$ cat config.mk
export PLATFORM = sky130hd
export DESIGN_NAME = spi_xfer_ctrl
export DESIGN_NICKNAME = d
export VERILOG_FILES = /design/src/rtl/spi_xfer_ctrl.sv
export SDC_FILE = /design/constraint.sdc
export NUM_CORES = 1
export LEC_CHECK = 0
export ABC_AREA = 0
export ABC_CLOCK_PERIOD_IN_PS = 3400
export BUFFER_PORTS_ARGS = -buffer_cell sky130_fd_sc_hd__buf_2
export CORE_MARGIN = 4
export CORE_UTILIZATION = 55
export CTS_BUF_LIST = sky130_fd_sc_hd__clkbuf_4 sky130_fd_sc_hd__clkbuf_8
export DETAILED_ROUTE_END_ITERATION = 8
export GPL_TIMING_DRIVEN = 1
export PLACE_DENSITY = 0.77
export SKIP_LAST_GASP = 1
export SLEW_MARGIN = 5
export SYNTH_ARGS = -nofsm -noshare
export SYNTH_HDL_FRONTEND = slang
export SYNTH_SLANG_ARGS = --single-unit
$ cat constraint.sdc
create_clock -name clk -period 3.4 [get_ports clk]
set_input_delay 0.34 -clock clk [delete_from_list [all_inputs] [get_ports clk]]
set_output_delay 0.34 -clock clk [all_outputs]
set_load 0.02 [all_outputs]
$ cat src/rtl/spi_xfer_ctrl.sv
// spi_xfer_ctrl: SPI master transaction sequencer
// cs_n setup, gated divided spi_clk burst, MSB-first shift, cs_n hold.
//
// Ports:
//   clk, rst           system clock, async active-high reset
//   start              request, taken only in IDLE with xfer_len != 0
//   xfer_len           bits to move (clamped to SPI_MAXLEN)
//   clk_div            spi_clk half-period in clk cycles (0 acts as 1)
//   tx_data            transmit word, right-justified
//   cpol               idle clock level (only with SPI_CPOL_EN)
//   busy, done         in-progress flag, one-cycle completion pulse
//   rx_data            received word, right-justified, held until next done
//   spi_clk/mosi/miso/cs_n  pin side
//
// Optional macro SPI_CPOL_EN adds the cpol input (mode 0 / mode 2).
module spi_xfer_ctrl #(
  parameter int SPI_MAXLEN = 16,
  parameter int DIV_W      = 16,
  parameter int CS_SETUP   = 2,
  parameter int CS_HOLD    = 2
) (
  input  logic                        clk,
  input  logic                        rst,
  input  logic                        start,
  input  logic [$clog2(SPI_MAXLEN):0] xfer_len,
  input  logic [DIV_W-1:0]            clk_div,
  input  logic [SPI_MAXLEN-1:0]       tx_data,
`ifdef SPI_CPOL_EN
  input  logic                        cpol,
`endif
  output logic                        busy,
  output logic                        done,
  output logic [SPI_MAXLEN-1:0]       rx_data,
  output logic                        spi_clk,
  output logic                        spi_mosi,
  input  logic                        spi_miso,
  output logic                        spi_cs_n
);

  localparam int LW = $clog2(SPI_MAXLEN) + 1;
  localparam int IW = $clog2(SPI_MAXLEN);

  typedef enum logic [2:0] {
    IDLE, SETUP, CLK_LO, CLK_HI, HOLD
  } state_t;

  state_t state, nxt;

  logic [DIV_W-1:0]      cnt_q, cnt_d;
  logic [DIV_W-1:0]      h_q;
  logic [LW-1:0]         bit_q, bit_d;
  logic [SPI_MAXLEN-1:0] tx_q;
  logic [SPI_MAXLEN-1:0] rx_sh, rx_sh_d;
  logic [SPI_MAXLEN-1:0] rx_d;
  logic                  busy_d, done_d;
  logic                  clk_d, mosi_d, cs_n_d;
  logic                  pol_d;

  logic                  accept;
  logic                  cnt_zero;
  logic [LW-1:0]         n_in;
  logic [DIV_W-1:0]      h_in;

  assign accept   = (state == IDLE) && start && (xfer_len != '0);
  assign cnt_zero = (cnt_q == '0);
  assign n_in     = (xfer_len > LW'(SPI_MAXLEN)) ?
                    LW'(SPI_MAXLEN) : xfer_len;
  assign h_in     = (clk_div == '0) ? DIV_W'(1) : clk_div;

`ifdef SPI_CPOL_EN
  logic pol_q;
  assign pol_d = accept ? cpol : pol_q;
`else
  assign pol_d = 1'b0;
`endif

  always_ff @(posedge clk or posedge rst) begin
    if (rst) state <= IDLE;
    else     state <= nxt;
  end

  always_comb begin
    nxt = state;
    unique case (state)
      IDLE:    if (accept)   nxt = SETUP;
      SETUP:   if (cnt_zero) nxt = CLK_LO;
      CLK_LO:  if (cnt_zero) nxt = CLK_HI;
      CLK_HI:  if (cnt_zero)
                 nxt = (bit_q == '0) ? HOLD : CLK_LO;
      HOLD:    if (cnt_zero) nxt = IDLE;
      default: nxt = IDLE;
    endcase
  end

  always_comb begin
    // counter reloads on every state change, counts down otherwise
    cnt_d = cnt_q - DIV_W'(1);
    if (nxt != state) begin
      unique case (nxt)
        SETUP:          cnt_d = DIV_W'(CS_SETUP - 1);
        CLK_LO, CLK_HI: cnt_d = h_q - DIV_W'(1);
        HOLD:           cnt_d = DIV_W'(CS_HOLD - 1);
        default:        cnt_d = '0;
      endcase
    end else if (state == IDLE) begin
      cnt_d = '0;
    end

    bit_d   = bit_q;
    mosi_d  = spi_mosi;
    rx_sh_d = rx_sh;
    unique case (1'b1)
      accept: begin
        bit_d   = n_in - LW'(1);
        mosi_d  = tx_data[IW'(n_in - LW'(1))];
        rx_sh_d = '0;
      end
      (state == CLK_HI && nxt == CLK_LO): begin
        bit_d  = bit_q - LW'(1);
        mosi_d = tx_q[IW'(bit_q - LW'(1))];
      end
      (state == CLK_HI && nxt == HOLD): begin
        mosi_d = 1'b0;
      end
      (state == CLK_LO && nxt == CLK_HI): begin
        rx_sh_d = {rx_sh[SPI_MAXLEN-2:0], spi_miso};
      end
      default: ;
    endcase

    done_d = (state == HOLD) && (nxt == IDLE);
    rx_d   = done_d ? rx_sh : rx_data;
    busy_d = (nxt != IDLE);
    cs_n_d = (nxt == IDLE);
    // leading edge is always the CLK_LO -> CLK_HI step
    clk_d  = (nxt == CLK_HI) ^ pol_d;
  end

  always_ff @(posedge clk or posedge rst) begin
    if (rst) begin
      cnt_q    <= '0;
      h_q      <= DIV_W'(1);
      bit_q    <= '0;
      tx_q     <= '0;
      rx_sh    <= '0;
      rx_data  <= '0;
      busy     <= 1'b0;
      done     <= 1'b0;
      spi_clk  <= 1'b0;
      spi_mosi <= 1'b0;
      spi_cs_n <= 1'b1;
    end else begin
      cnt_q    <= cnt_d;
      bit_q    <= bit_d;
      rx_sh    <= rx_sh_d;
      rx_data  <= rx_d;
      busy     <= busy_d;
      done     <= done_d;
      spi_clk  <= clk_d;
      spi_mosi <= mosi_d;
      spi_cs_n <= cs_n_d;
      if (accept) begin
        h_q  <= h_in;
        tx_q <= tx_data;
      end
    end
  end

`ifdef SPI_CPOL_EN
  always_ff @(posedge clk or posedge rst) begin
    if (rst) pol_q <= 1'b0;
    else     pol_q <= pol_d;
  end
`endif

endmodule

==> impl_metrics.env, run 1 <==
export IMPL_clock_latency_ns=0.36
export IMPL_finalSetupViolCount=0
export IMPL_vias=3261
export IMPL_cap_violations=0
export IMPL_drive_gt1_frac=0.333
export IMPL_drc=0
export IMPL_slew_violations=0
export IMPL_ys_ff_latch=93
export IMPL_dominantRegCellSynth="dfrtp_1"
export IMPL_area_growth_pct=12.6
export IMPL_wl_per_cell_um=15.8
export IMPL_grt_util_all_layers=0.193
export IMPL_rows=33
export IMPL_worstMarginPinSlew_ns=0.848
export IMPL_period_needed_ns=2.54
export IMPL_setup_tns_final_ns=0
export IMPL_cts_buffers=9
export IMPL_die_h_um=99.4
export IMPL_first_global_vias=3215
export IMPL_max_slew_margin=0.432
export IMPL_synth_top_family_by_area="simple AND/OR/NAND/NOR gates"
export IMPL_cp_cell_sequence="inv_1, ha_1, nor3b_2, nand4_1, or4_1, a21o_1, o21ai_0"
export IMPL_yosys_warnings=0
export IMPL_ant_nets=0
export IMPL_syn_area_um2=4590
export IMPL_final_common_cell="dfrtp_1"
export IMPL_synth_mux_area_frac=0.146
export IMPL_cts_max_level=3
export IMPL_cts_setup_buffers=0
export IMPL_gr_total_overflow=0
export IMPL_dpl_cell_area_um2=4990
export IMPL_ys_types=59
export IMPL_skew_ns=0.0110
export IMPL_port_buffers=61
export IMPL_synthCells=395
export IMPL_wl_um=8950
export IMPL_core_region_area_um2=8180
export IMPL_syn_avg_cell_area_um2=11.6
export IMPL_ir_drop_v=0.000384
export IMPL_multi_input_area_um2=2130
export IMPL_grt_max_degree=51
export IMPL_critPathMaxFanout=15
export IMPL_die_area_um2=9880
export IMPL_cts_hold_buf=0
export IMPL_start_kind="register"
export IMPL_die_w_um=99.4
export IMPL_dr_pass1_iters=4
export IMPL_syn_nets=441
export IMPL_start_util=0.562
export IMPL_cts_resized=0
export IMPL_clk_pin_slew_ns=0.10
export IMPL_rsz0062_at_grt="false"
export IMPL_hold_viol=0
export IMPL_synth_simple_gate_area_frac=0.147
export IMPL_layout_common_cells="91 x dfrtp_1, 61 x buf_2, 51 x nand2_1"
export IMPL_nFillCells=648
export IMPL_timing_final_crit_share=0.746
export IMPL_final_area_um2=5170
export IMPL_end_kind="register"
export IMPL_crit_slowest_cell="or4_1"
export IMPL_viasPerCell=5.75
export IMPL_crit_arrival_ns=2.81
export IMPL_yosysSeqAreaShare=0.507
export IMPL_synthAdderAreaFrac=0.0136
export IMPL_dp_hpwl_um=6630
export IMPL_cts_tree="built"
export IMPL_powerDensity_nw_per_um2=769
export IMPL_antenna_found_initial=0
export IMPL_synth_edf_count=0
export IMPL_holdCritPathClass="in2async"
export IMPL_leakage_uw=0.00221
export IMPL_crit_family="simple AND/OR/NAND/NOR gates"
export IMPL_first_iter_violations=212
export IMPL_async_flop_share=1.00
export IMPL_path_class="reg2reg"
export IMPL_fin_nets=503
export IMPL_clock_sinks=93
export IMPL_slowest_delay_ns=0.81
export IMPL_cts_root_buffer="clkbuf_8"
export IMPL_fmax_mhz=394
export IMPL_ff_latch_area_um2=2330
export IMPL_synth_xor_area_frac=0.0591
export IMPL_synth_compound_area_frac=0.0978
export IMPL_diodes=0
export IMPL_worst_endpoint_required_ns=3.68
export IMPL_timing_hold_ws_ns=0.0639
export IMPL_boundaryPins=62
export IMPL_gp_congestion=0.843
export IMPL_critical_path_buf_inv_count=1
export IMPL_grt_pass1_wl_um=15300
export IMPL_cts_buffer_depth=2
export IMPL_run_status="complete, no violations"
stage by stage:
step | std cells | util | total power (µW) | setup slack, ns
floorplan | 395 | - | 2940 | 0.643
global placement | 551 | 0.610 | 3240 | 0.887
detailed placement | 551 | 0.610 | 3300 | 0.786
CTS | 567 | 0.633 | 4010 | 0.867
global route | 567 | 0.633 | 4260 | 0.657
finish | 567 | 0.633 | 3980 | 0.864
logic make-up after synthesis:
| family | count (synthesis) |
|---|---|
| AO/OA/AOI/OAI | 64 |
| flip-flops | 93 |
| XOR/XNOR | 31 |
| multiplexers | 52 |
| AND/OR/NAND/NOR | 124 |
| adder cells (fa/ha/maj) | 5 |
| buffers and inverters | 26 |
worst register-to-register path, stage by stage, from the launching register on:
cell     delay, ns
dfrtp_1       0.42
inv_1         0.07
ha_1          0.18
nor3b_2       0.38
nand4_1       0.28
or4_1         0.81
a21o_1        0.25
o21ai_0       0.06
report_power, final:
group / internal (µW) / switching (µW) / total [µW]
Clock: 283 / 419 / 701
Combinational: 766 / 664 / 1430
Sequential: 1480 / 366 / 1850
Total: 2530 / 1450 / 3980
area by class of cell:
type	count	share of cell area
clock buffer	9	0.0239
timing repair buffer	66	0.0687
clock inverter	7	0.0121
sequential	93	0.450
multi-input combinational	276	0.411
tap	105	0.0254
inverter	11	0.00822
final timing paths:
path / slack (ns) / cells past startpoint / startpoint / endpoint
min reg2reg: 0.51 / 1 / rx_data[12] / rx_data[12]
min in group clk: 0.18 / 3 / spi_miso / rx_sh[0]
max reg2reg: 0.86 / 7 / cnt_q[0] / cnt_q[7]
min: 0.06 / 2 / rst / rx_data[3]
max: 0.86 / 7 / cnt_q[0] / cnt_q[7]
max in group asynchronous: 2.57 / 3 / rst / h_q[0]
synthesized netlist by cell type, types with 2 or more instances:
cell,instances,area (µm²)
nand2b_1,3,18.8
nor3_1,8,40.0
or4_1,4,30.0
nor3b_1,2,15.0
nand2_1,51,191
mux4_2,8,180
inv_1,11,41.3
xor2_1,12,105
nor4_4,2,42.5
dfrtp_1,91,2280
nand3b_1,2,15.0
buf_2,3,15.0
o21ai_0,14,70.1
nand3_1,3,15.0
nand4_1,2,12.5
a21oi_1,4,20.0
o21ai_2,8,70.1
ha_1,5,62.6
clkbuf_1,6,22.5
a21o_1,2,15.0
buf_6,4,45.0
dfstp_2,2,52.6
o22ai_1,14,87.6
nor2_1,21,78.8
nor2b_1,3,18.8
xnor2_1,19,166
mux2i_1,3,30.0
nor4_1,6,37.5
mux2_2,41,462
a22o_1,9,78.8
nor4b_1,3,26.3
a211oi_1,2,15.0
sequential cells by signal, summed over array words and instances, names as in the netlist:
signal    flops
spi_clk       1
rx_data      16
bit_q         5
state         3
spi_mosi      1
rx_sh        16
tx_q         16
spi_cs_n      1
done          1
cnt_q        16
h_q          16
busy          1
routing by layer:
layer	up-vias	GRT usage	share of wire
met1	1644	0.261	0.45
met4	0	0.0588	0.011
met2	61	0.310	0.50
met5	-	0	0
li1	1549	-	-
met3	7	0.0484	0.046
No activity file was read; power rests on OpenSTA's default activity.
==> run 2: changes to the inputs <==
--- a/config.mk
+++ b/config.mk
@@ -5,15 +5,15 @@
 export SDC_FILE = /design/constraint.sdc
 export NUM_CORES = 1
 export LEC_CHECK = 0
-export ABC_AREA = 0
-export ABC_CLOCK_PERIOD_IN_PS = 3400
+export ABC_AREA = 1
+export ABC_CLOCK_PERIOD_IN_PS = 2350
 export BUFFER_PORTS_ARGS = -buffer_cell sky130_fd_sc_hd__buf_2
 export CORE_MARGIN = 4
 export CORE_UTILIZATION = 55
 export CTS_BUF_LIST = sky130_fd_sc_hd__clkbuf_4 sky130_fd_sc_hd__clkbuf_8
 export DETAILED_ROUTE_END_ITERATION = 8
 export GPL_TIMING_DRIVEN = 1
-export PLACE_DENSITY = 0.77
+export PLACE_DENSITY = 0.76
 export SKIP_LAST_GASP = 1
 export SLEW_MARGIN = 5
 export SYNTH_ARGS = -nofsm -noshare
==> constraint.sdc (replaced) <==
create_clock -name clk -period 2.35 [get_ports clk]
set_input_delay 0.235 -clock clk [delete_from_list [all_inputs] [get_ports clk]]
set_output_delay 0.235 -clock clk [all_outputs]
set_load 0.02 [all_outputs]
==> run 2 against run 1 <==
Count of clock-buffer cells in the layout is the same. Hold slack gained 0.0081 ns. First-iteration DRC count shrank 9.4%. Core utilization rose by 1.7 points. Register-to-register slack got worse by 0.66 ns. Maximum frequency up 18%. Die area rose by 10%. Sequential power grew 44%. Cell area grew 12%. Total power rose by 74%. Clock power up 53%.
==> impl_metrics.env, run 2 <==
export IMPL_cp_cell_sequence="inv_1, ha_1, nand2_2, nor2_4, nand2_2, nand2_2, nand3_4, nand2_4, inv_4, nor2_8, nand3_4, nand2_1, nand2_1"
export IMPL_die_w_um=104
export IMPL_setup_tns_final_ns=0
export IMPL_vias=4460
export IMPL_cap_violations=0
export IMPL_gp_congestion=0.895
export IMPL_cts_tree="built"
export IMPL_drc=0
export IMPL_leakage_uw=0.00311
export IMPL_hold_viol=0
export IMPL_worstMarginPinSlew_ns=0.543
export IMPL_clk_pin_slew_ns=0.11
export IMPL_grt_max_degree=43
export IMPL_wl_um=11200
export IMPL_yosysSeqAreaShare=0.456
export IMPL_core_region_area_um2=8890
export IMPL_final_common_cell="nand2_1"
export IMPL_crit_slowest_cell="dfrtp_1"
export IMPL_cts_buffers=9
export IMPL_viasPerCell=5.32
export IMPL_max_slew_margin=0.637
export IMPL_run_status="complete, no violations"
export IMPL_powerDensity_nw_per_um2=1200
export IMPL_pwr_share_seq=0.383
export IMPL_ant_nets=0
export IMPL_post_route_util=0.650
export IMPL_cts_root_buffer="clkbuf_8"
export IMPL_area_growth_pct=13.0
export IMPL_worst_endpoint_required_ns=2.62
export IMPL_dominantRegCellSynth="dfrtp_1"
export IMPL_first_global_vias=4232
export IMPL_fmax_mhz=467
export IMPL_die_h_um=104
export IMPL_period_needed_ns=2.14
export IMPL_p_sw_uw=3150
export IMPL_clock_sinks=93
export IMPL_drive_gt1_frac=0.164
export IMPL_fin_nets=771
export IMPL_crit_family="simple AND/OR/NAND/NOR gates"
export IMPL_finalSetupViolCount=0
export IMPL_wl_per_cell_um=13.4
export IMPL_ff_latch_area_um2=2330
export IMPL_holdCritPathClass="in2reg"
export IMPL_antenna_found_initial=0
export IMPL_synthCells=659
export IMPL_yosys_warnings=0
export IMPL_start_kind="register"
export IMPL_dp_hpwl_um=8430
export IMPL_ys_ff_latch=93
export IMPL_final_area_um2=5780
export IMPL_critical_path_buf_inv_count=2
export IMPL_synth_edf_count=0
export IMPL_start_util=0.575
export IMPL_clock_latency_ns=0.37
export IMPL_synth_commonest_cells="183 x nand2_1, 91 x dfrtp_1, 85 x inv_1"
export IMPL_boundaryPins=62
export IMPL_async_flop_share=1.00
export IMPL_syn_avg_cell_area_um2=7.76
export IMPL_critPathMaxFanout=18
export IMPL_end_kind="register"
export IMPL_timing_hold_ws_ns=0.0720
export IMPL_cts_max_level=3
export IMPL_first_iter_violations=192
export IMPL_port_buffers=61
export IMPL_gr_total_overflow=0
export IMPL_path_class="reg2reg"
export IMPL_switching_share=0.455
export IMPL_synth_most_common_cell="nand2_1"
export IMPL_cts_buffer_depth=2
export IMPL_rsz0062_at_grt="false"
export IMPL_grt_util_all_layers=0.214
export IMPL_dpl_cell_area_um2=5570
export IMPL_synth_top_area_cell="dfrtp_1"
export IMPL_power_internal_uw=3780
export IMPL_timing_final_crit_share=0.912
export IMPL_comb_power_share=0.462
export IMPL_path_common_cell="nand2_2"
export IMPL_yosysTopAreaCellShare=0.445
export IMPL_cts_setup_buffers=0
export IMPL_multi_input_area_um2=2340
export IMPL_ys_types=36
export IMPL_layout_common_cells="183 x nand2_1, 91 x dfrtp_1, 84 x inv_1"
export IMPL_crit_arrival_ns=2.41
export IMPL_slew_violations=0
export IMPL_grt_pass1_wl_um=19600
export IMPL_diodes=0
export IMPL_rows=34
export IMPL_dr_pass1_iters=5
export IMPL_power_share_clock=0.155
export IMPL_skew_ns=0.0133
export IMPL_slowest_delay_ns=0.41
export IMPL_die_area_um2=10900
export IMPL_syn_nets=705
export IMPL_syn_area_um2=5110
export IMPL_nFillCells=772
export IMPL_netlist_top_cells_area="dfrtp_1 45%, nand2_1 13%, inv_1 6.2%"
export IMPL_ir_drop_v=0.000584
run 2: changes by cell type in the layout (fill, tap and decap cells not counted), moves of 13 or more:
cell / previous run / this run
nand2_1: 51 / 183
inv_1: 10 / 84
nand3_1: 3 / 59
mux2_2: 41 / 0
nand4_1: 2 / 33
nor2_1: 21 / 44
o21ai_0: 14 / 37
xnor2_1: 19 / 6
run 2: cell type report:
class | instances | share of cell area
Tap cell | 108 | 0.0234
Clock inverter | 7 | 0.0130
Inverter | 88 | 0.0583
Multi-Input combinational cell | 456 | 0.405
Clock buffer | 9 | 0.0214
Timing Repair Buffer | 77 | 0.0762
Sequential cell | 93 | 0.403
run 2: final timing paths:
check,startpoint,slack [ns],cells past startpoint,endpoint
setup / recovery,cnt_q[0],0.21,13,rx_data[7]
hold / removal,clk_div[15],0.07,3,h_q[15]
setup reg to reg,cnt_q[0],0.21,13,rx_data[7]
hold reg to reg,rx_data[12],0.48,2,rx_data[12]
max in group asynchronous,rst,1.21,4,h_q[0]
min in group asynchronous,rst,0.46,3,tx_q[1]
run 2: power by group through the flow:
stage / combinational [µW] / sequential, µW / clock, µW
2_1_floorplan: 2500 / 2590 / 0
3_3_place_gp: 3090 / 2650 / 0
3_5_place_dp: 3180 / 2680 / 0
4_1_cts: 3210 / 2650 / 1090
5_1_grt: 3660 / 2720 / 1180
6_report: 3200 / 2660 / 1070
run 2: cell families (layout without fill, tap and decap cells):
logic type | count (synthesis) | count (layout) | share of synthesized area
flip-flops | 93 | 93 | 0.456
adder cells (fa/ha/maj) | 5 | 5 | 0.0122
buffers and inverters | 110 | 181 | 0.0871
XOR/XNOR | 29 | 29 | 0.0497
AO/OA/AOI/OAI | 68 | 68 | 0.0746
AND/OR/NAND/NOR | 354 | 354 | 0.321
run 2: metal layers:
layer	global-route usage	vias to the layer above	wire (µm)
li1	-	2269	-
met1	0.308	2067	5460
met2	0.333	113	5130
met3	0.0360	11	497
met4	0.0608	0	116
met5	0	-	0
run 2: per-stage QoR:
| stage | worst slack [ns] | cells | power, µW |
|---|---|---|---|
| floorplan | 0.473 | 659 | 5090 |
| global placement | 0.301 | 821 | 5740 |
| detailed placement | 0.221 | 821 | 5850 |
| CTS | 0.202 | 838 | 6950 |
| global route | 0.00622 | 838 | 7560 |
| finish | 0.208 | 838 | 6930 |
run 2: worst reg2reg max path, cell delays in order, from the launching register on:
cell     delay [ns]
dfrtp_1        0.41
inv_1          0.08
ha_1           0.19
nand2_2        0.12
nor2_4         0.19
nand2_2        0.11
nand2_2        0.10
nand3_4        0.10
nand2_4        0.10
inv_4          0.05
nor2_8         0.21
nand3_4        0.22
nand2_1        0.12
nand2_1        0.06
run 2: repair_timing:
| action | in CTS | in global routing |
|---|---|---|
| hold buffers | 1 | 0 |
| resized for setup | 0 | 0 |
| hold endpoints to repair | 20 | 0 |
